### config.mk
export PLATFORM = sky130hd
export DESIGN_NAME = ulx3s_timer
export DESIGN_NICKNAME = d
export VERILOG_FILES = /design/src/rtl/ulx3s_timer.sv
export SDC_FILE = /design/constraint.sdc
export NUM_CORES = 1
export LEC_CHECK = 0
export CORE_ASPECT_RATIO = 0.7
export CORE_MARGIN = 2
export CORE_UTILIZATION = 50
export CTS_CLUSTER_DIAMETER = 40
export CTS_CLUSTER_SIZE = 24
export DETAILED_ROUTE_END_ITERATION = 8
export GPL_ROUTABILITY_DRIVEN = 0
export PLACE_DENSITY = 0.76
export SLEW_MARGIN = 20
export SYNTH_ARGS = -nofsm -noshare
export SYNTH_HDL_FRONTEND = slang
export SYNTH_SLANG_ARGS = --single-unit
### constraint.sdc
create_clock -name clk_sys -period 3.5 [get_ports clk_sys]
set_input_delay 0.7 -clock clk_sys [delete_from_list [all_inputs] [get_ports clk_sys]]
set_output_delay 0.7 -clock clk_sys [all_outputs]
set_load 0.05 [all_outputs]
### src/rtl/ulx3s_timer.sv
// rtl/ulx3s_timer.sv - memory-mapped machine timer responder on the Ibex data bus
module ulx3s_timer #(
    parameter logic [31:0] BaseAddr = 32'h00010000,
    parameter logic [31:0] AddrMask = 32'h000000FF,
    parameter int unsigned Prescale = 25
) (
    input  logic        clk_sys,
    input  logic        rst_sys_n,
    input  logic        req_i,
    input  logic        we_i,
    input  logic [3:0]  be_i,
    input  logic [31:0] addr_i,
    input  logic [31:0] wdata_i,
    output logic        gnt_o,
    output logic        rvalid_o,
    output logic [31:0] rdata_o,
    output logic        err_o,
    output logic        irq_timer_o
);

    localparam logic [15:0] PrescaleMax = 16'(Prescale - 1);

    localparam logic [5:0] OffMtimeLo = 6'h00;
    localparam logic [5:0] OffMtimeHi = 6'h01;
    localparam logic [5:0] OffCmpLo   = 6'h02;
    localparam logic [5:0] OffCmpHi   = 6'h03;
    localparam logic [5:0] OffCtrl    = 6'h04;
    localparam logic [5:0] OffStatus  = 6'h05;

    logic [63:0] mtime_q, mtime_d;
    logic [63:0] mtimecmp_q, mtimecmp_d;
    logic        en_q;
    logic [15:0] cnt_q;
    logic        rvalid_q, err_q, irq_q;
    logic [31:0] rdata_q;

    logic        hit, reg_ok, access_ok, wr_en, tick, time_ge;
    logic [5:0]  word;
    logic [31:0] rd_val;

    function automatic logic [31:0] byte_merge(input logic [31:0] old_val,
                                               input logic [31:0] new_val,
                                               input logic [3:0]  be);
        logic [31:0] r;
        r = old_val;
        for (int i = 0; i < 4; i++) begin
            if (be[i]) begin
                r[8*i +: 8] = new_val[8*i +: 8];
            end
        end
        return r;
    endfunction

    assign gnt_o     = req_i;
    assign hit       = (addr_i & ~AddrMask) == BaseAddr;
    assign word      = addr_i[7:2];
    assign time_ge   = mtime_q >= mtimecmp_q;
    assign access_ok = hit && reg_ok;
    assign wr_en     = req_i && we_i && access_ok;
    assign tick      = en_q && (cnt_q == PrescaleMax);

    always_comb begin
        reg_ok = 1'b1;
        rd_val = '0;
        case (word)
            OffMtimeLo: rd_val = mtime_q[31:0];
            OffMtimeHi: rd_val = mtime_q[63:32];
            OffCmpLo:   rd_val = mtimecmp_q[31:0];
            OffCmpHi:   rd_val = mtimecmp_q[63:32];
            OffCtrl:    rd_val = {31'b0, en_q};
            OffStatus:  rd_val = {31'b0, time_ge};
            default:    reg_ok = 1'b0;
        endcase
    end

    // A software write to either mtime half wins over the tick, dropping that increment.
    always_comb begin
        mtime_d    = mtime_q;
        mtimecmp_d = mtimecmp_q;
        if (wr_en && word == OffMtimeLo) begin
            mtime_d[31:0] = byte_merge(mtime_q[31:0], wdata_i, be_i);
        end else if (wr_en && word == OffMtimeHi) begin
            mtime_d[63:32] = byte_merge(mtime_q[63:32], wdata_i, be_i);
        end else if (tick) begin
            mtime_d = mtime_q + 64'd1;
        end
        if (wr_en && word == OffCmpLo) begin
            mtimecmp_d[31:0] = byte_merge(mtimecmp_q[31:0], wdata_i, be_i);
        end
        if (wr_en && word == OffCmpHi) begin
            mtimecmp_d[63:32] = byte_merge(mtimecmp_q[63:32], wdata_i, be_i);
        end
    end

    always_ff @(posedge clk_sys or negedge rst_sys_n) begin
        if (!rst_sys_n) begin
            mtime_q    <= '0;
            mtimecmp_q <= '1;
            en_q       <= 1'b0;
            cnt_q      <= '0;
            rvalid_q   <= 1'b0;
            err_q      <= 1'b0;
            rdata_q    <= '0;
            irq_q      <= 1'b0;
        end else begin
            mtime_q    <= mtime_d;
            mtimecmp_q <= mtimecmp_d;
            if (wr_en && word == OffCtrl && be_i[0]) begin
                en_q <= wdata_i[0];
            end
            if (!en_q || tick) begin
                cnt_q <= '0;
            end else begin
                cnt_q <= cnt_q + 16'd1;
            end
            rvalid_q <= req_i;
            err_q    <= req_i && !access_ok;
            rdata_q  <= (req_i && access_ok && !we_i) ? rd_val : '0;
            irq_q    <= time_ge;
        end
    end

    assign rvalid_o    = rvalid_q;
    assign err_o       = err_q;
    assign rdata_o     = rdata_q;
    assign irq_timer_o = irq_q;

endmodule

# == Yosys cells after proc, flatten, opt, wreduce, memory -nomap -nowiden ==
# Cells that the tools add are included.
# totals
word_cells,91
out_inout_bits,36
regBits,180
in_bits,72
# classes
n_reduce_logical,37
muxes,12
n_eq_ne,16
order_cmp,1
add_sub_neg,2
n_bitwise,1
# ops
operator,count
one-hot mux 32 bit (6 select lines),1
2-to-1 mux 32 bit,4
adder 64 x 1 -> 64 bit (second input constant),1
greater-or-equal comparator 64 bit,1
2-to-1 mux 64 bit,1
2-to-1 mux 8 bit,4
equality test 24 x 9 -> 1 bit (second input constant),1
AND reduction 3 bit,8
inequality test 2 bit (second input constant),9
adder 16 x 1 -> 16 bit (second input constant),1
equality test 16 x 5 -> 1 bit (second input constant),1
2-to-1 mux 16 bit,1
AND reduction 2 bit,8
logical AND 1 bit,13
equality test 6 x 2 -> 1 bit (second input constant),2
equality test 6 x 3 -> 1 bit (second input constant),2
equality test 6 x 1 -> 1 bit (second input constant),1
zero test 6 bit,1
OR reduction 6 bit,1
nonzero test 2 bit,2
zero test 1 bit,3
logical OR 1 bit,1
2-to-1 mux 1 bit,1
NOT 1 bit,1

# == Longest topological paths before layout ==
# Gate-level depths: netlist of run 1.
# depth
word_depth,8
ltp_mapped,11
ltp_nobuf,9

# == Least setup slack after synthesis of run 1 ==
# Ideal clock, no wire load.
# synth_path
path_kind,input -> register
start,input port addr_i[7]
end,register mtime_q[4]
n_path_buf,2
slack_ns,0.467
arrival_ns,2.910
path_stages,7
required_time_ns,3.377
setup_ns,0.123
cell_sequence,or4_1 clkbuf_1 or3_1 nor2_1 clkbuf_1 nand2_1 o221a_2
# synth_via
elab_chain_len,8
elab_cells_between_ends,17
classes_between,eq/ne (7); mux (2); reduce/logical (8)
# synth_rtl
element,line,rtl
from (decl),12,"input logic [31:0] addr_i,"
equality test 6 x 1 -> 1 bit (tied with other cells),"65, 82",
OR reduction 6 bit (no source line),--,
2-to-1 mux 1 bit,65,case (word)
logical AND 1 bit,58,assign access_ok = hit && reg_ok;
logical AND 1 bit,59,assign wr_en = req_i && we_i && access_ok;
"logical AND 1 bit, on equally long branches","80, 82",
inequality test 2 bit (no source line) / nonzero test 2 bit (equally long branches),--,
AND reduction 3 bit (no source line),--,
to (signal assigned),106,mtime_q <= mtime_d;
to (decl),30,"logic [63:0] mtime_q, mtime_d;"
# Parallel ways exist; a longest one is shown, timed or not.
# A chain may end at the register's enable or synchronous reset.

# == Final worst setup path of run 1 ==
# layout_path
start,register mtimecmp_q[35]
end,"register rdata_q[0], in the netlist rdata_o[0]"
# layout_via
elab_chain_len,3
# layout_rtl
element,line,rtl
from (decl),31,"logic [63:0] mtimecmp_q, mtimecmp_d;"
from (signal assigned),107,mtimecmp_q <= mtimecmp_d;
greater-or-equal comparator 64 bit,57,assign time_ge = mtime_q >= mtimecmp_q;
one-hot mux 32 bit (6 select lines),65,
2-to-1 mux 32 bit,118,rdata_q <= (req_i && access_ok && !we_i) ? rd_val : '0;
to (signal assigned),118,
to (decl),35,logic [31:0] rdata_q;
# No other way between the ends.

==> results by group, run 1 <==
Critical path
  • Worst Path Buf+Inv: 1
  • Stages on worst setup path: 9
  • Endpoint class of the critical path: flip-flop
  • Most common cell on crit path: a21oi_1
  • Crit Path Class: flip-flop to flip-flop
  • Critical path endpoint: rdata_o[0]$_DFF_PN0_
  • Crit path max fanout: 3
  • Family with the most delay on the worst path: compound AO/OA/AOI/OAI gates
  • R2r startpoint: mtimecmp_q[35]$_DFFE_PN1P_
  • Reg2Reg Depth: 9
  • Startpoint types: flip-flop
  • Worst setup startpoint: mtimecmp_q[35]$_DFFE_PN1P_
  • Register-to-register setup slack: between 0.3 and 0.4 ns
  • RR Endpoint: rdata_o[0]$_DFF_PN0_
  • Crit path cell chain: inv_1, ha_1, a21oi_1, o21ai_0, a221oi_1, o22ai_1, a2111oi_0, a31o_2, a21oi_1
  • CP max stage delay: about 0.64 ns
  • Crit path max-delay cell type: a2111oi_0
  • Worst Path Arrival: ~3.5 ns
  • WP data required: ~3.8 ns

Power and ir drop
  • Internal Power: between 3 and 4 mW
  • IR drop worst, VDD: approximately 340 uV
  • Clock share of power: 0.447
  • Combinational share of power: 0.057
  • Seq pwr share: 0.496
  • Switching Fraction: 0.257
  • Pwr per Cell Area: about 310 mW/mm^2
  • Pleak: 5.56 nW
  • Net Sw Power: 1.08 mW

Floorplan
  • Core Area: 0.0219 mm^2
  • Initial core utilization: 0.514
  • Die height: approximately 130 um
  • Die ar.: about 0.024 mm^2
  • IO Pins: approximately 110
  • Num rows: 45
  • Die Wd: roughly 180 um

Final layout
  • Area growth, synth to finish: 20.3%
  • Most frequent cells in the layout: 116 x dfrtp_1, 108 x a21oi_1, 106 x nand2_1
  • Diodes inserted: 0
  • Post-Layout Cell Count: approximately 1.6k
  • Most common cell after layout, fill and taps aside: dfrtp_1
  • Layout cells sized above 1: 0.199
  • Fin nets: between 1k and 1.5k

Synthesis
  • Seq/Total Area, Yosys: 0.407
  • Post-Syn Area: 0.0113 mm^2
  • Cell taking the most area after synthesis: dfrtp_1
  • Mapped Nets: between 1k and 1.5k
  • Main synth FF type: dfrtp_1
  • Flops & latches, synth: between 150 and 200
  • Async set-reset flop share out of synthesis: 1.00
  • Yosys warns: 0
  • Area fraction of the dominant cell type after synthesis: 0.258
  • Number of synthesized flops with an enable pin: 0
  • Synthesized area per cell: slightly above 9 um^2
  • Post-synthesis cell count: ~1.2k
  • Synth area leaders: dfrtp_1 26%, dfstp_2 15%, mux2_2 7.9%
  • Distinct cells, synth: just under 80

STA
  • Layout Skew: 0.0118 ns
  • Relative slew slack: 0.432
  • Least-Margin Pin Slew: ~0.84 ns
  • Setup TNS: 0 ns
  • RSZ-0062 raised after global routing: false
  • Final period util: 0.904
  • Max-slew violation count: 0
  • Final setup margin: between 0.3 and 0.4 ns
  • Max Fclk: around 320 MHz
  • Setup violators final: 0
  • Final hold vios: 0
  • Fin crit period: 3.16 ns

Clock tree
  • Clk_lat worst skew: about 0.45 ns
  • Post-CTS sizing: 0
  • H-tree levels: 4
  • CTS tree: done
  • Clock Sinks: 180
  • Post CTS Setup Buffer Count: 0
  • Clock-pin slew on the worst setup and hold paths: ~0.080 ns
  • CTS buffer count: 17
  • CTS Buffer Depth: 2
  • Cts hold-fix bufs: 0
  • Root Driver: clkbuf_16

Global route
  • Vias in the first global route: around 9.9k
  • Largest net degree at the start of global routing: 66
  • Antenna violations before repair: 0
  • GRT Util Overall: 0.297
  • First-pass GRT wire length: between 50 and 60 mm
  • Grt ovf: 0

Detailed routing
  • Via Count: 10.4k
  • Drt total wl: ~35 mm
  • First-pass DRT Iterations: 6
  • DRC violations left: 0
  • Detail Route Antenna Nets: 0
  • Initial DRC count: about 1.3k
  • WL/cell: between 20 and 25 um
  • Vias/cell: roughly 6.3

Placement
  • Cell count after placement: roughly 1.6k
  • Hpwl dp: 25.0 mm
  • PortBufs: around 110
  • Place WS: just under 0.08 ns

Min path
  • HP Class: input port to async pin

Flow run
  • # Max-Cap Violations: 0

Outcome
  • Status: completed
-- metal layers --
metal,vias to the layer above,GRT usage,share of wire
met5,-,0,0
met4,0,0.0875,0.020
met3,70,0.0717,0.11
met2,595,0.436,0.42
met1,5011,0.435,0.45
li1,4738,-,-
-- worst min path at each step --
stage	from	endpoint	slack, ns	cells past startpoint
finish	rst_sys_n	cnt_q[0]$_DFF_PN0_	0.20	1
global placement	cnt_q[0]$_DFF_PN0_	cnt_q[0]$_DFF_PN0_	0.53	1
global route	rst_sys_n	cnt_q[0]$_DFF_PN0_	0.22	1
detailed placement	cnt_q[0]$_DFF_PN0_	cnt_q[0]$_DFF_PN0_	0.53	1
CTS	rst_sys_n	cnt_q[0]$_DFF_PN0_	0.21	1
floorplan	rst_sys_n	cnt_q[0]$_DFF_PN0_	0.40	0
-- stage by stage --
stage / instance area, um^2 / util / power (mW) / hold WS (ns)
after detailed placement: 13000 / 0.593 / 2.36 / 0.531
after floorplan: 11300 / - / 2.18 / 0.404
after CTS: 13500 / 0.618 / 4.23 / 0.208
after global routing: 13500 / 0.618 / 4.34 / 0.218
after global placement: 13000 / 0.593 / 2.36 / 0.526
final: 13500 / 0.618 / 4.21 / 0.199
-- kinds of logic after synthesis --
logic type      synth area share
simple gates               0.177
flops                      0.407
fa+ha+maj                 0.0745
mux                       0.0960
buf+inv                   0.0489
xor+xnor                  0.0109
compound gates             0.186
-- power groups by stage --
| stage | Sequential (mW) | Combinational (mW) | Clock, mW |
|---|---|---|---|
| after floorplan | 2.13 | 0.0497 | 0 |
| after global placement | 2.12 | 0.237 | 0 |
| after detailed placement | 2.12 | 0.239 | 0 |
| after CTS | 2.08 | 0.240 | 1.90 |
| after global routing | 2.08 | 0.257 | 2.00 |
| final | 2.08 | 0.242 | 1.88 |
-- synthesized netlist by cell type, drive strengths merged, types with 4 or more instances --
master,instances
a2111oi,4
a211o,4
a211oi,7
a21boi,5
a21o,17
a21oi,108
a221oi,8
a22oi,31
a31o,6
a31oi,7
and2,8
and3,21
and4,16
buf,11
clkbuf,49
dfrtp,116
dfstp,64
ha,67
inv,80
mux2,79
mux2i,19
nand2,107
nand3,48
nand4,24
nor2,106
nor2b,5
nor3,17
nor4,15
o21a,6
o21ai,57
o22a,4
o22ai,15
o31ai,7
or2,4
or3,9
xnor2,4
xor2,10
-- worst reg2reg max path: cells and delay by family, from the launching register on --
| kind | cells | cell delay [ns] |
|---|---|---|
| flops | 1 | 0.55 |
| compound gates | 7 | 2.14 |
| fa+ha+maj | 1 | 0.29 |
| buf+inv | 1 | 0.05 |
-- area by class of cell --
type,instances,area (um^2)
fill,1848,8360
multi-input combinational,899,6130
sequential,180,4580
timing repair buffer,173,1610
clock buffer,17,425
tap,282,353
inverter,80,300
clock inverter,15,133
-- state kept, by name (all words and copies together) (netlist names) --
name and cells:
cnt_q 16, err_o 1, mtime_q 64, mtimecmp_q 64, en_q 1, irq_timer_o 1, rdata_o 32, rvalid_o 1
Power figures use the tool's default switching activity.
==> run 2: changes to the inputs <==
--- a/config.mk
+++ b/config.mk
@@ -8,11 +8,13 @@
 export CORE_ASPECT_RATIO = 0.7
 export CORE_MARGIN = 2
 export CORE_UTILIZATION = 50
+export CTS_BUF_LIST = sky130_fd_sc_hd__clkbuf_4 sky130_fd_sc_hd__clkbuf_8 sky130_fd_sc_hd__clkbuf_16
 export CTS_CLUSTER_DIAMETER = 40
 export CTS_CLUSTER_SIZE = 24
 export DETAILED_ROUTE_END_ITERATION = 8
+export DONT_BUFFER_PORTS = 1
 export GPL_ROUTABILITY_DRIVEN = 0
-export PLACE_DENSITY = 0.76
+export PLACE_DENSITY = 0.7
 export SLEW_MARGIN = 20
 export SYNTH_ARGS = -nofsm -noshare
 export SYNTH_HDL_FRONTEND = slang
==> run 2 against run 1 <==
Against the previous run: critical path depth fell by 2; clock skew fell by 0.00077 ns; clock power rose by 12%; die area did not move; critical endpoint is now mtime_q[27]$_DFFE_PN0P_; final cell count fell by 8.1%; utilization fell by 5.5 points; count of clock-buffer cells in the layout did not move; register-to-register slack improved by 0.10 ns.
==> results by group, run 2 (same netlist as run 1, synthesis figures left out) <==
Outcome
  • Status: completed

Critical path
  • Worst Path Arrival: 3.43 ns (-0.04 ns)
  • Reg2Reg Depth: 7 (-2)
  • Crit path max fanout: 8 (+5)
  • Endpoint class of the critical path: flip-flop
  • WP data required: 3.87 ns (+0.07 ns)
  • RR Endpoint: mtime_q[27]$_DFFE_PN0P_
  • Startpoint types: flip-flop
  • Register-to-register setup slack: 0.44 ns (+0.10 ns)
  • R2r startpoint: cnt_q[10]$_DFF_PN0_
  • Crit Path Class: flip-flop to flip-flop

Floorplan
  • Die height: 130 um (unchanged)
  • IO Pins: 108 (unchanged)
  • Die Wd: 183 um (unchanged)
  • Num rows: 45 (unchanged)
  • Core Area: 0.0219 mm^2 (unchanged)
  • Initial core utilization: 0.514 (unchanged)
  • Die ar.: 0.0237 mm^2 (unchanged)

Placement
  • Placed Area: 0.0117 mm^2 (-10%)
  • Hpwl dp: 23.8 mm (-4.9%)
  • Cell count after placement: 1,480 (-8.3%)
  • PortBufs: 0 (-100%)
  • Place WS: 0.256 ns (+0.178 ns)

Flow run
  • # Max-Cap Violations: 0 (unchanged)

Global route
  • First-pass GRT wire length: 54.2 mm (+0.16%)
  • Antenna violations before repair: 0 (unchanged)
  • GRT Util Overall: 0.298 (+0.00136)
  • Grt ovf: 0 (unchanged)
  • Vias in the first global route: 9,608 (-2.7%)
  • Largest net degree at the start of global routing: 117 (+77%)

STA
  • Final setup margin: 0.440 ns (+0.103 ns)
  • Relative slew slack: 0.410 (-0.0224)
  • Setup violators final: 0 (unchanged)
  • RSZ-0062 raised after global routing: false
  • Fin crit period: 3.06 ns (-0.103 ns)
  • Layout Skew: 0.0110 ns (-0.000771 ns)
  • Setup TNS: 0 ns (unchanged)
  • Final hold vios: 0 (unchanged)
  • Max-slew violation count: 0 (unchanged)
  • Max Fclk: 327 MHz (+3.4%)
  • Hold WS: 0.108 ns (-0.0911 ns)
  • Least-Margin Pin Slew: 0.883 ns (+0.0397 ns)
  • Final period util: 0.874 (-0.0294)

Final layout
  • Area growth, synth to finish: 9.54%
  • Fin nets: 1,357 (-8.9%)
  • Diodes inserted: 0 (unchanged)
  • Most frequent cells in the layout: 116 x dfrtp_1, 107 x a21oi_1, 106 x nand2_1
  • Layout cells sized above 1: 0.197 (-0.00209)
  • Design Area, Final: 0.0123 mm^2 (-8.9%)
  • Post-Layout Cell Count: 1,513 (-8.1%)
  • Util after Layout: 0.563 (-0.0553)
  • Most common cell after layout, fill and taps aside: dfrtp_1

Detailed routing
  • First-pass DRT Iterations: 5 (-1)
  • Drt total wl: 34.1 mm (-1.3%)
  • Max layer used: met4
  • Vias/cell: 6.57 (+3.8%)
  • DRC violations left: 0 (unchanged)
  • Via Count: 9,936 (-4.6%)
  • WL/cell: 22.5 um (+7.4%)
  • Met2 wire length: 14.1 mm (-2.7%)
  • Detail Route Antenna Nets: 0 (unchanged)
  • Initial DRC count: 1,072 (-19%)
  • Met3 wire length: 3.82 mm (-3.7%)
  • Wl on met1: 15.6 mm (+0.99%)

Min path
  • HP Class: input port to async pin

Clock tree
  • H-tree levels: 4 (unchanged)
  • CTS tree: done
  • CTS Buffer Depth: 2 (unchanged)
  • Root Driver: clkbuf_16
  • Post-CTS sizing: 0 (unchanged)
  • Post CTS Setup Buffer Count: 0 (unchanged)
  • Clk_lat worst skew: 0.45 ns (about the same)
  • CTS buffer count: 17 (unchanged)
  • Clock-pin slew on the worst setup and hold paths: 0.07 ns (about the same)
  • Clock Sinks: 180 (unchanged)
  • Cts hold-fix bufs: 1 (+1)

Power and ir drop
  • Pwr per Cell Area: 346 mW/mm^2 (+11%)
  • Pleak: 5.05 nW (-9.1%)
  • IR drop worst, VDD: 358 uV (+4.4%)
  • Pwr Total: 4.27 mW (+1.5%)
-- run 2: report_power, final --
part	total [mW]	internal [mW]	leakage (nW)	switching, mW
combinational	0.0767	0.0227	2.54	0.0540
sequential	2.09	2.08	2.21	0.00470
clock	2.10	1.20	0.306	0.899
total	4.27	3.31	5.05	0.957
-- run 2: critical path, stage by stage, from the launching register on --
cell	delay, ns
dfrtp_1	0.41
nor4_1	0.37
nand4_1	0.25
or2_2	0.44
a2111oi_2	0.84
nand3_1	0.20
a211o_1	0.33
a21oi_1	0.13
-- run 2: how the worst max path moves through the flow --
stage	end	from
3_3_place_gp	mtime_q[37]$_DFFE_PN0P_	addr_i[7]
2_1_floorplan	mtime_q[4]$_DFFE_PN0P_	addr_i[7]
3_5_place_dp	mtime_q[45]$_DFFE_PN0P_	addr_i[7]
4_1_cts	mtime_q[27]$_DFFE_PN0P_	cnt_q[10]$_DFF_PN0_
5_1_grt	mtime_q[27]$_DFFE_PN0P_	cnt_q[10]$_DFF_PN0_
6_report	mtime_q[27]$_DFFE_PN0P_	cnt_q[10]$_DFF_PN0_
-- run 2: final cells by class --
class	count	area [um^2]
tap	282	353
multi-input combinational	899	6140
clock inverter	15	205
clock buffer	17	425
sequential	180	4580
fill	1915	9580
timing repair buffer	40	320
inverter	80	300
-- run 2: metal layers --
metal,track usage,up-vias
met3,0.0871,59
met4,0.0795,0
met5,0,-
met1,0.435,4857
li1,-,4462
met2,0.432,558
